--- config.mk ---
export PLATFORM = sky130hd
export DESIGN_NAME = obi_dma_copy_flat
export DESIGN_NICKNAME = d
export VERILOG_FILES = /design/src/rtl/obi_pkg.sv /design/src/rtl/obi_if.sv /design/src/rtl/obi_dma_range_chk.sv /design/src/rtl/obi_dma_copy.sv /design/src/flat_wrapper.sv
export SDC_FILE = /design/constraint.sdc
export NUM_CORES = 1
export LEC_CHECK = 0
export BUFFER_PORTS_ARGS = -buffer_cell sky130_fd_sc_hd__buf_2
export CELL_PAD_IN_SITES_DETAIL_PLACEMENT = 1
export CELL_PAD_IN_SITES_GLOBAL_PLACEMENT = 1
export CORE_MARGIN = 1
export CORE_UTILIZATION = 40
export CTS_BUF_LIST = sky130_fd_sc_hd__clkbuf_4 sky130_fd_sc_hd__clkbuf_8 sky130_fd_sc_hd__clkbuf_16
export CTS_CLUSTER_SIZE = 8
export DETAILED_ROUTE_END_ITERATION = 16
export PLACE_DENSITY_LB_ADDON = 0.15
export SLEW_MARGIN = 10
export SYNTH_ARGS = -nofsm -noshare
export SYNTH_HDL_FRONTEND = slang
export SYNTH_SLANG_ARGS = --single-unit
export TNS_END_PERCENT = 1
--- constraint.sdc ---
create_clock -name clk_i -period 4.22 [get_ports clk_i]
set_clock_uncertainty 0.1 [all_clocks]
set_input_delay 0.422 -clock clk_i [delete_from_list [all_inputs] [get_ports clk_i]]
set_output_delay 0.422 -clock clk_i [all_outputs]
set_load 0.01 [all_outputs]
--- src/rtl/obi_pkg.sv ---
// obi_pkg: shared types and constants for the OBI word-copy DMA engine.
package obi_pkg;

    // Engine FSM states.
    typedef enum logic [2:0] {
        IDLE,
        RD_REQ,
        RD_WAIT,
        WR_REQ,
        WR_WAIT,
        DONE
    } dma_state_e;

    // Every transfer is a full 32-bit word.
    localparam logic [3:0]  OBI_BE_FULL    = 4'hF;
    localparam logic [31:0] OBI_WORD_BYTES = 32'd4;

endpackage

--- src/rtl/obi_if.sv ---
// obi_if: request/grant/rvalid OBI subset used between the DMA initiator
// and the memory crossbar / SRAM data port.
interface obi_if;

    logic        req;
    logic        gnt;
    logic [31:0] addr;
    logic        we;
    logic [3:0]  be;
    logic [31:0] wdata;
    logic        rvalid;
    logic [31:0] rdata;

    modport master (
        output req, addr, we, be, wdata,
        input  gnt, rvalid, rdata
    );

    modport slave (
        input  req, addr, we, be, wdata,
        output gnt, rvalid, rdata
    );

endinterface

--- src/rtl/obi_dma_range_chk.sv ---
// obi_dma_range_chk: combinational check that the word run
// [base, base + 4*len) lies inside [RANGE_BASE, RANGE_END). The sum is
// formed in 33 bits so a run that wraps past 2^32 is reported as out of range.
module obi_dma_range_chk #(
    parameter int          LEN_W      = 16,
    parameter logic [31:0] RANGE_BASE = 32'h8000_0000,
    parameter logic [31:0] RANGE_END  = 32'h8000_C000
) (
    input  logic [31:0]      base_i,
    input  logic [LEN_W-1:0] len_i,
    output logic             in_range_o
);

    logic [32:0] start_ext;
    logic [32:0] end_ext;
    logic        unused_base_lsbs;

    // Byte offsets [1:0] carry no meaning for word transfers.
    assign unused_base_lsbs = ^base_i[1:0];

    assign start_ext  = {1'b0, base_i[31:2], 2'b00};
    assign end_ext    = start_ext + {{(33 - LEN_W - 2){1'b0}}, len_i, 2'b00};
    assign in_range_o = (start_ext >= {1'b0, RANGE_BASE}) &&
                        (end_ext   <= {1'b0, RANGE_END});

endmodule

--- src/rtl/obi_dma_copy.sv ---
// obi_dma_copy: single-channel word-copy DMA acting as an OBI initiator.
// One read then one write per word, one transaction outstanding at a time.
// Optional feature macro: OBI_DMA_RANGE_CHECK_EN enables the source/destination
// address range check at start; without it err_o stays 0.
module obi_dma_copy
    import obi_pkg::*;
#(
    parameter int          LEN_W      = 16,
    parameter logic [31:0] RANGE_BASE = 32'h8000_0000,
    parameter logic [31:0] RANGE_END  = 32'h8000_C000
) (
    input  logic             clk_i,
    input  logic             rst_i,
    input  logic             start_i,
    input  logic [31:0]      src_addr_i,
    input  logic [31:0]      dst_addr_i,
    input  logic [LEN_W-1:0] len_i,
    output logic             busy_o,
    output logic             done_o,
    output logic             err_o,
    output logic [LEN_W-1:0] words_done_o,
    obi_if.master            obi
);

    dma_state_e       state_q, state_d;
    logic [31:0]      src_q, src_d;
    logic [31:0]      dst_q, dst_d;
    logic [LEN_W-1:0] len_q, len_d;
    logic [LEN_W-1:0] words_q, words_d;
    logic [31:0]      buf_q, buf_d;
    logic             err_q, err_d;
    logic [LEN_W-1:0] words_inc;
    logic             range_bad;
    logic             unused_addr_lsbs;

    assign unused_addr_lsbs = ^{src_addr_i[1:0], dst_addr_i[1:0]};
    assign words_inc        = words_q + LEN_W'(1);

`ifdef OBI_DMA_RANGE_CHECK_EN
    logic src_in_range;
    logic dst_in_range;

    obi_dma_range_chk #(
        .LEN_W      (LEN_W),
        .RANGE_BASE (RANGE_BASE),
        .RANGE_END  (RANGE_END)
    ) u_src_chk (
        .base_i     (src_addr_i),
        .len_i      (len_i),
        .in_range_o (src_in_range)
    );

    obi_dma_range_chk #(
        .LEN_W      (LEN_W),
        .RANGE_BASE (RANGE_BASE),
        .RANGE_END  (RANGE_END)
    ) u_dst_chk (
        .base_i     (dst_addr_i),
        .len_i      (len_i),
        .in_range_o (dst_in_range)
    );

    assign range_bad = !(src_in_range && dst_in_range);
`else
    logic unused_range_cfg;

    assign unused_range_cfg = ^{RANGE_BASE, RANGE_END};
    assign range_bad        = 1'b0;
`endif

    // State and datapath registers with synchronous reset.
    // NOTE: sequential state uses non-blocking assignments so every register
    // samples the pre-edge value of every other register.
    always_ff @(posedge clk_i) begin
        if (rst_i) begin
            state_q <= IDLE;
            src_q   <= '0;
            dst_q   <= '0;
            len_q   <= '0;
            words_q <= '0;
            buf_q   <= '0;
            err_q   <= 1'b0;
        end else begin
            state_q <= state_d;
            src_q   <= src_d;
            dst_q   <= dst_d;
            len_q   <= len_d;
            words_q <= words_d;
            buf_q   <= buf_d;
            err_q   <= err_d;
        end
    end

    // Next-state and datapath update.
    always_comb begin
        // NOTE: every variable gets a hold default before the case so no
        // branch can leave one unassigned and infer a latch.
        state_d = state_q;
        src_d   = src_q;
        dst_d   = dst_q;
        len_d   = len_q;
        words_d = words_q;
        buf_d   = buf_q;
        err_d   = err_q;
        unique case (state_q)
            IDLE: begin
                if (start_i) begin
                    src_d   = {src_addr_i[31:2], 2'b00};
                    dst_d   = {dst_addr_i[31:2], 2'b00};
                    len_d   = len_i;
                    words_d = '0;
                    err_d   = 1'b0;
                    if (len_i == '0) begin
                        state_d = DONE;
                    end else if (range_bad) begin
                        err_d   = 1'b1;
                        state_d = DONE;
                    end else begin
                        state_d = RD_REQ;
                    end
                end
            end
            RD_REQ: begin
                if (obi.gnt) state_d = RD_WAIT;
            end
            RD_WAIT: begin
                if (obi.rvalid) begin
                    buf_d   = obi.rdata;
                    state_d = WR_REQ;
                end
            end
            WR_REQ: begin
                if (obi.gnt) state_d = WR_WAIT;
            end
            WR_WAIT: begin
                if (obi.rvalid) begin
                    src_d   = src_q + OBI_WORD_BYTES;
                    dst_d   = dst_q + OBI_WORD_BYTES;
                    words_d = words_inc;
                    state_d = (words_inc == len_q) ? DONE : RD_REQ;
                end
            end
            DONE: begin
                state_d = IDLE;
            end
            default: begin
                state_d = IDLE;
            end
        endcase
    end

    // Outputs decoded from the registered state; request fields are held
    // registers, so they cannot move while a request waits for grant.
    always_comb begin
        busy_o       = (state_q != IDLE);
        done_o       = (state_q == DONE);
        err_o        = err_q;
        words_done_o = words_q;
        obi.req      = (state_q == RD_REQ) || (state_q == WR_REQ);
        obi.we       = (state_q == WR_REQ);
        obi.addr     = (state_q == WR_REQ) ? dst_q : src_q;
        obi.wdata    = buf_q;
        obi.be       = OBI_BE_FULL;
    end

endmodule

--- src/flat_wrapper.sv ---
// flat-port wrapper written by rule: the top's interface ports become plain ports
module obi_dma_copy_flat import obi_pkg::*;
#(
    parameter int          LEN_W      = 16,
    parameter logic [31:0] RANGE_BASE = 32'h8000_0000,
    parameter logic [31:0] RANGE_END  = 32'h8000_C000
)
  (clk_i, rst_i, start_i, src_addr_i, dst_addr_i, len_i, busy_o, done_o, err_o, words_done_o, obi_req, obi_addr, obi_we, obi_be, obi_wdata, obi_gnt, obi_rvalid, obi_rdata);
  obi_if obi_i ();
  input  logic clk_i;
  input  logic rst_i;
  input  logic start_i;
  input  logic [31:0] src_addr_i;
  input  logic [31:0] dst_addr_i;
  input  logic [LEN_W-1:0] len_i;
  output logic busy_o;
  output logic done_o;
  output logic err_o;
  output logic [LEN_W-1:0] words_done_o;
  output wire logic [$bits(obi_i.req)-1:0] obi_req;
  output wire logic [$bits(obi_i.addr)-1:0] obi_addr;
  output wire logic [$bits(obi_i.we)-1:0] obi_we;
  output wire logic [$bits(obi_i.be)-1:0] obi_be;
  output wire logic [$bits(obi_i.wdata)-1:0] obi_wdata;
  input wire logic [$bits(obi_i.gnt)-1:0] obi_gnt;
  input wire logic [$bits(obi_i.rvalid)-1:0] obi_rvalid;
  input wire logic [$bits(obi_i.rdata)-1:0] obi_rdata;
  assign obi_req = obi_i.req;
  assign obi_addr = obi_i.addr;
  assign obi_we = obi_i.we;
  assign obi_be = obi_i.be;
  assign obi_wdata = obi_i.wdata;
  assign obi_i.gnt = obi_gnt;
  assign obi_i.rvalid = obi_rvalid;
  assign obi_i.rdata = obi_rdata;
  obi_dma_copy #(.LEN_W(LEN_W), .RANGE_BASE(RANGE_BASE), .RANGE_END(RANGE_END)) u_core (.clk_i(clk_i), .rst_i(rst_i), .start_i(start_i), .src_addr_i(src_addr_i), .dst_addr_i(dst_addr_i), .len_i(len_i), .busy_o(busy_o), .done_o(done_o), .err_o(err_o), .words_done_o(words_done_o), .obi(obi_i));
endmodule
### Word-level counts from Yosys, hierarchy flattened

Cells that the tools add are included.

| cells by class | value |
|---|---|
| add/subtract/negate cells | 3 |
| eq/ne operators | 11 |
| mux-type cells | 18 |
| reductions and logical operators | 9 |

Operators with widths:

| cell | count |
|---|---|
| $mux W32 | 5 |
| $pmux W32 S2 | 2 |
| $add A32 B3 Y32 const B | 2 |
| $mux W16 | 2 |
| $pmux W16 S2 | 1 |
| $mux W3 | 7 |
| $add A16 B1 Y16 const B | 1 |
| $eq A16 B16 Y1 | 1 |
| $logic_not A16 Y1 | 1 |
| $pmux W3 S5 | 1 |
| $ne A2 B2 Y1 const B | 4 |
| $eq A3 B2 Y1 const B | 2 |
| $eq A3 B3 Y1 const B | 2 |
| $reduce_and A5 Y1 | 1 |
| $reduce_and A2 Y1 | 2 |
| $eq A3 B1 Y1 const B | 1 |
| $logic_not A3 Y1 | 1 |
| $reduce_and A3 Y1 | 1 |
| $reduce_bool A3 Y1 | 1 |
| $ne A2 B1 Y1 const B | 1 |
| $reduce_bool A2 Y1 | 1 |
| $logic_or A1 B1 Y1 | 1 |

| word-level totals | value |
|---|---|
| output and inout port bits | 89 |
| logic and storage cells | 47 |
| register bits after elaboration | 131 |

### Longest topological paths before layout

| depth | value |
|---|---|
| word-level depth | 5 |
| gate-level depth with buffers | 9 |

### Worst setup path after synthesis

No wires, ideal clock.

| timing | value |
|---|---|
| path type | register to register |
| start point | register u_core.dst_q[2] |
| end point | register u_core.dst_q[30] |
| setup slack | 2034 ps |
| cell stages (with the launch flop) | 8 |
| library setup time | 131 ps |
| arrival time | 1956 ps |
| data required time | 3989 ps |
| path through | dfxtp_1 ha_1 nand3_1 nor4_2 nor3b_1 and2_1 mux2i_1 o22ai_1 |

| between the ends | value |
|---|---|
| word-level cells in the longest chain between the ends | 3 |

Ends and longest elaborated chain:

| element | RTL line | text |
|---|---|---|
| start, declared | obi_dma_copy.sv:27 | `logic [31:0] dst_q, dst_d;` |
| start signal, assigned | obi_dma_copy.sv:86 | `dst_q <= dst_d;` |
| $add A32 B3 Y32 | obi_dma_copy.sv:138 | `dst_d = dst_q + OBI_WORD_BYTES;` |
| $mux W32 | obi_dma_copy.sv:136 | `if (obi.rvalid) begin` |
| $pmux W32 S2 | obi_dma_copy.sv:105 | `unique case (state_q)` |

No other way between the ends. The select of a mux whose other input is x is not followed.
A chain may end at the register's enable or synchronous reset.

### Worst setup path in the final report

| timing | value |
|---|---|
| start point | register u_core.state_q[0] |
| end point | output port obi_addr[9] |

| between the ends | value |
|---|---|
| word-level cells in the longest chain between the ends | 2 |

Ends and longest elaborated chain:

| element | RTL line | text |
|---|---|---|
| start, declared | obi_dma_copy.sv:25 | `dma_state_e state_q, state_d;` |
| start signal, assigned | obi_dma_copy.sv:84 | `state_q <= state_d;` |
| $eq A3 B2 Y1 | obi_dma_copy.sv:161 | `obi.addr = (state_q == WR_REQ) ? dst_q : src_q;` |
| $mux W32 | obi_dma_copy.sv:161 |  |
| end, declared | flat_wrapper.sv:21 | `output wire logic [$bits(obi_i.addr)-1:0] obi_addr;` |

No other way between the ends.

==> flow_summary.yaml <==
status:
  outcome: "completed"
timing:
  hold_ws_ns: 0.114
  rsz0062_at_grt: "false"
  finalWorstSetupSlack_ns: 1.40
  slew_violations: 0
  setup_viol: 0
  worst_slew_pin_slew_ns: 0.872
  setup-tns-final_ns: 0
  hold_viol_final: 0
  fmax_mhz: 355
  period_needed_ns: 2.82
  fin_crit_sh_pct: 66.8
  relSlewSlack_pct: 41.1
worst_setup_path:
  r2r_slack_ns: 1.44
  cp_max_fo: 31
  critPathCaptureType: "primary output"
  cpPeakStageDelay_ns: 0.64
  cp_data_arrival_time_ns: 2.30
  cp.required_ns: 3.70
  crit_path_cell_trace: "nor2b_1 -> nand2_1 -> buf_4 -> mux2_2 -> buf_2"
  critPathLaunchType: "flop"
  critPathKind: "reg2out"
  slowest_stage: "dfxtp_1"
route:
  vias: 7605
  viasPerCell: 5.65
  dr.pass1.iters: 4
  drc: 0
  drt_iter0_drc: 361
  final_antenna_net_count: 0
  routedWlPerCell_um: 18.1
  wl_um: 24300
floorplan:
  die_w_um: 136
  coreArea_sq_um: 17400
  die_h_um: 136
  dieArea_sq_um: 18500
  start_util_pct: 41.2
  io_pins: 206
  rows: 48
placed_design:
  placed_cell_area_sq_um: 8200
  place_congestion: 0.791
  dp_cells: 1315
  port-buffer-count: 194
  dp_worst_setup_slack_ns: 1.42
  dp_hpwl_um: 16100
power:
  p_int_w: 0.00234
  power_density_nw_per_um2: 388
  power_switching_w: 0.00107
  power.share.clock_pct: 44.2
  pwr-share-comb_pct: 15.0
  swShare_pct: 31.3
  leakage_nw: 3.63
  irDropWorstVdd_uv: 335
  p_seq_share_pct: 40.8
global_route:
  use_met3_pct: 6.00
  grt_max_degree: 73
  antenna_found_initial: 2
  grt_pass1_vias: 7512
  grt_pass1_wl_um: 38300
  overflow: 0
  grtUsageMet2_pct: 43.7
  grtUsageTotal_pct: 26.5
  busiest_layer: "met2"
  met1_usage_pct: 33.7
synthesis:
  synth-seq-area-share_pct: 35.5
  synth_edf_count: 0
  synth_cell_types: 67
  synth_warnings: 0
  syn_area_sq_um: 7170
  synth_seq_cells: 127
  synthCells: 965
  avgSynthCellArea_sq_um: 7.43
  synthArstFlopShare_pct: 0
  synth_flop_cell: "dfxtp_1"
clock_tree:
  clk_pin_slew_worst_paths_ns: 0.07
  cts_htree_levels: 4
  cts.path.max_buffers: 2
  cts_buffers: 17
  root_buffer: "clkbuf_16"
  post-cts-setup-buffers: 0
  cts_resized: 0
  insertion_delay_ns: 0.44
  postCtsHoldBufs: 0
  cts_tree: "done"
  clock-sinks: 127
run:
  drv_cap: 0
finish:
  final_area_sq_um: 8780
  area_growth_pct: 22.5
  antenna_cells: 0
  nets: 1229
  drive_above_1_share_pct: 25.5
  final_cells: 1347
  nFillCells: 2254
min_path:
  holdCritPathClass: "in2reg"
layout by cell type (no fill, tap or decap), types with 4 or more instances in the layout:
| cell type | count |
|---|---|
| a211oi_1 | 15 |
| a21o_1 | 7 |
| a21oi_1 | 113 |
| a22oi_1 | 10 |
| a311oi_1 | 6 |
| a31oi_1 | 11 |
| and2_1 | 5 |
| and3_1 | 20 |
| and4_1 | 5 |
| buf_2 | 193 |
| buf_4 | 10 |
| clkbuf_16 | 17 |
| conb_1 | 7 |
| dfxtp_1 | 127 |
| inv_1 | 9 |
| inv_6 | 7 |
| inv_8 | 5 |
| mux2_2 | 30 |
| mux2i_1 | 10 |
| nand2_1 | 170 |
| nand3_1 | 42 |
| nand4_1 | 15 |
| nor2_1 | 89 |
| nor3_1 | 27 |
| nor4_1 | 15 |
| o211ai_1 | 4 |
| o21a_1 | 4 |
| o21ai_0 | 43 |
| o22ai_1 | 12 |
| o31ai_1 | 8 |
| or3_1 | 4 |
| xnor2_1 | 15 |
| xor2_1 | 7 |
cells in the mapped netlist, drive strengths merged (3+ instances only):
cell	n	area, sq um
nand2	171	644
dfxtp	127	2540
a21oi	113	566
nor2	89	334
clkbuf	66	248
nand3	44	230
o21ai	43	215
mux2	30	338
nor3	29	156
and3	20	125
buf	17	96.3
nor4	17	128
nand4	16	106
a211oi	15	113
xnor2	15	131
o22ai	12	75.1
a31oi	11	68.8
a22oi	10	75.1
mux2i	10	100
inv	9	33.8
o31ai	8	60.1
a21o	7	52.6
xor2	7	61.3
a311oi	6	52.6
and2	6	37.5
or3	6	42.5
and4	5	43.8
nor3b	4	30.0
o211ai	4	30.0
o21a	4	30.0
a22o	3	26.3
a31o	3	26.3
a41oi	3	33.8
ha	3	37.5
o2bb2ai	3	26.3
state kept, by name, indices dropped and copies added (netlist names):
name                 flops
u_core.src_q            30
u_core.dst_q            30
u_core.words_done_o     16
u_core.state_q           3
u_core.obi.wdata        32
u_core.len_q            16
final timing paths:
| check | from | cells past startpoint | to |
|---|---|---|---|
| worst max-delay path | u_core.state_q[0] | 5 | obi_addr[9] |
| worst min register to register | u_core.obi.wdata[26] | 2 | u_core.obi.wdata[26] |
| worst min-delay path | obi_rdata[17] | 3 | u_core.obi.wdata[17] |
| worst max register to register | u_core.dst_q[2] | 7 | u_core.dst_q[30] |
metal layers:
| metal | up-vias | wire length, um |
|---|---|---|
| met2 | 195 | 11500 |
| met3 | 30 | 1350 |
| met4 | 4 | 354 |
| met1 | 3629 | 11100 |
| li1 | 3747 | - |
| met5 | - | 30 |
power by group through the flow:
stage / Clock (W) / Combinational [W] / Sequential, W
5_1_grt: 0.00159 / 0.000567 / 0.00140
3_5_place_dp: 0 / 0.000512 / 0.00141
2_1_floorplan: 0 / 0.000345 / 0.00138
3_3_place_gp: 0 / 0.000501 / 0.00141
6_report: 0.00151 / 0.000512 / 0.00139
4_1_cts: 0.00154 / 0.000517 / 0.00139
worst max-delay path: cells and delay by family (launching register included):
family	cells	cell delay, ns
mux	1	0.35
buf+inv	2	0.43
simple gates	2	0.39
flops	1	0.64
final cells by class:
class / instances / area, sq um / area share, %
clock inverters: 15 / 161 / 1.84
flip-flops and latches: 127 / 2540 / 28.9
well taps: 225 / 282 / 3.20
inverters: 9 / 33.8 / 0.385
multi-input cells: 751 / 4300 / 48.9
clock buffers: 17 / 425 / 4.84
repair buffers: 203 / 1040 / 11.9
cell families after synthesis:
| logic type | Yosys count | synth area share (%) |
|---|---|---|
| AND/OR/NAND/NOR | 419 | 27.6 |
| flip-flops | 127 | 35.5 |
| AO/OA/AOI/OAI | 260 | 22.2 |
| buffers and inverters | 92 | 5.27 |
| other | 2 | 0.105 |
| multiplexers | 40 | 6.11 |
| XOR/XNOR | 22 | 2.69 |
| adder cells (fa/ha/maj) | 3 | 0.523 |
stage by stage:
step	total power, W	utilization [%]
CTS	0.00344	50.4
floorplan	0.00172	-
global placement	0.00191	47.1
finish	0.00341	50.4
detailed placement	0.00192	47.1
global route	0.00356	50.4
Note: power is estimated with default switching activity, not from simulation.
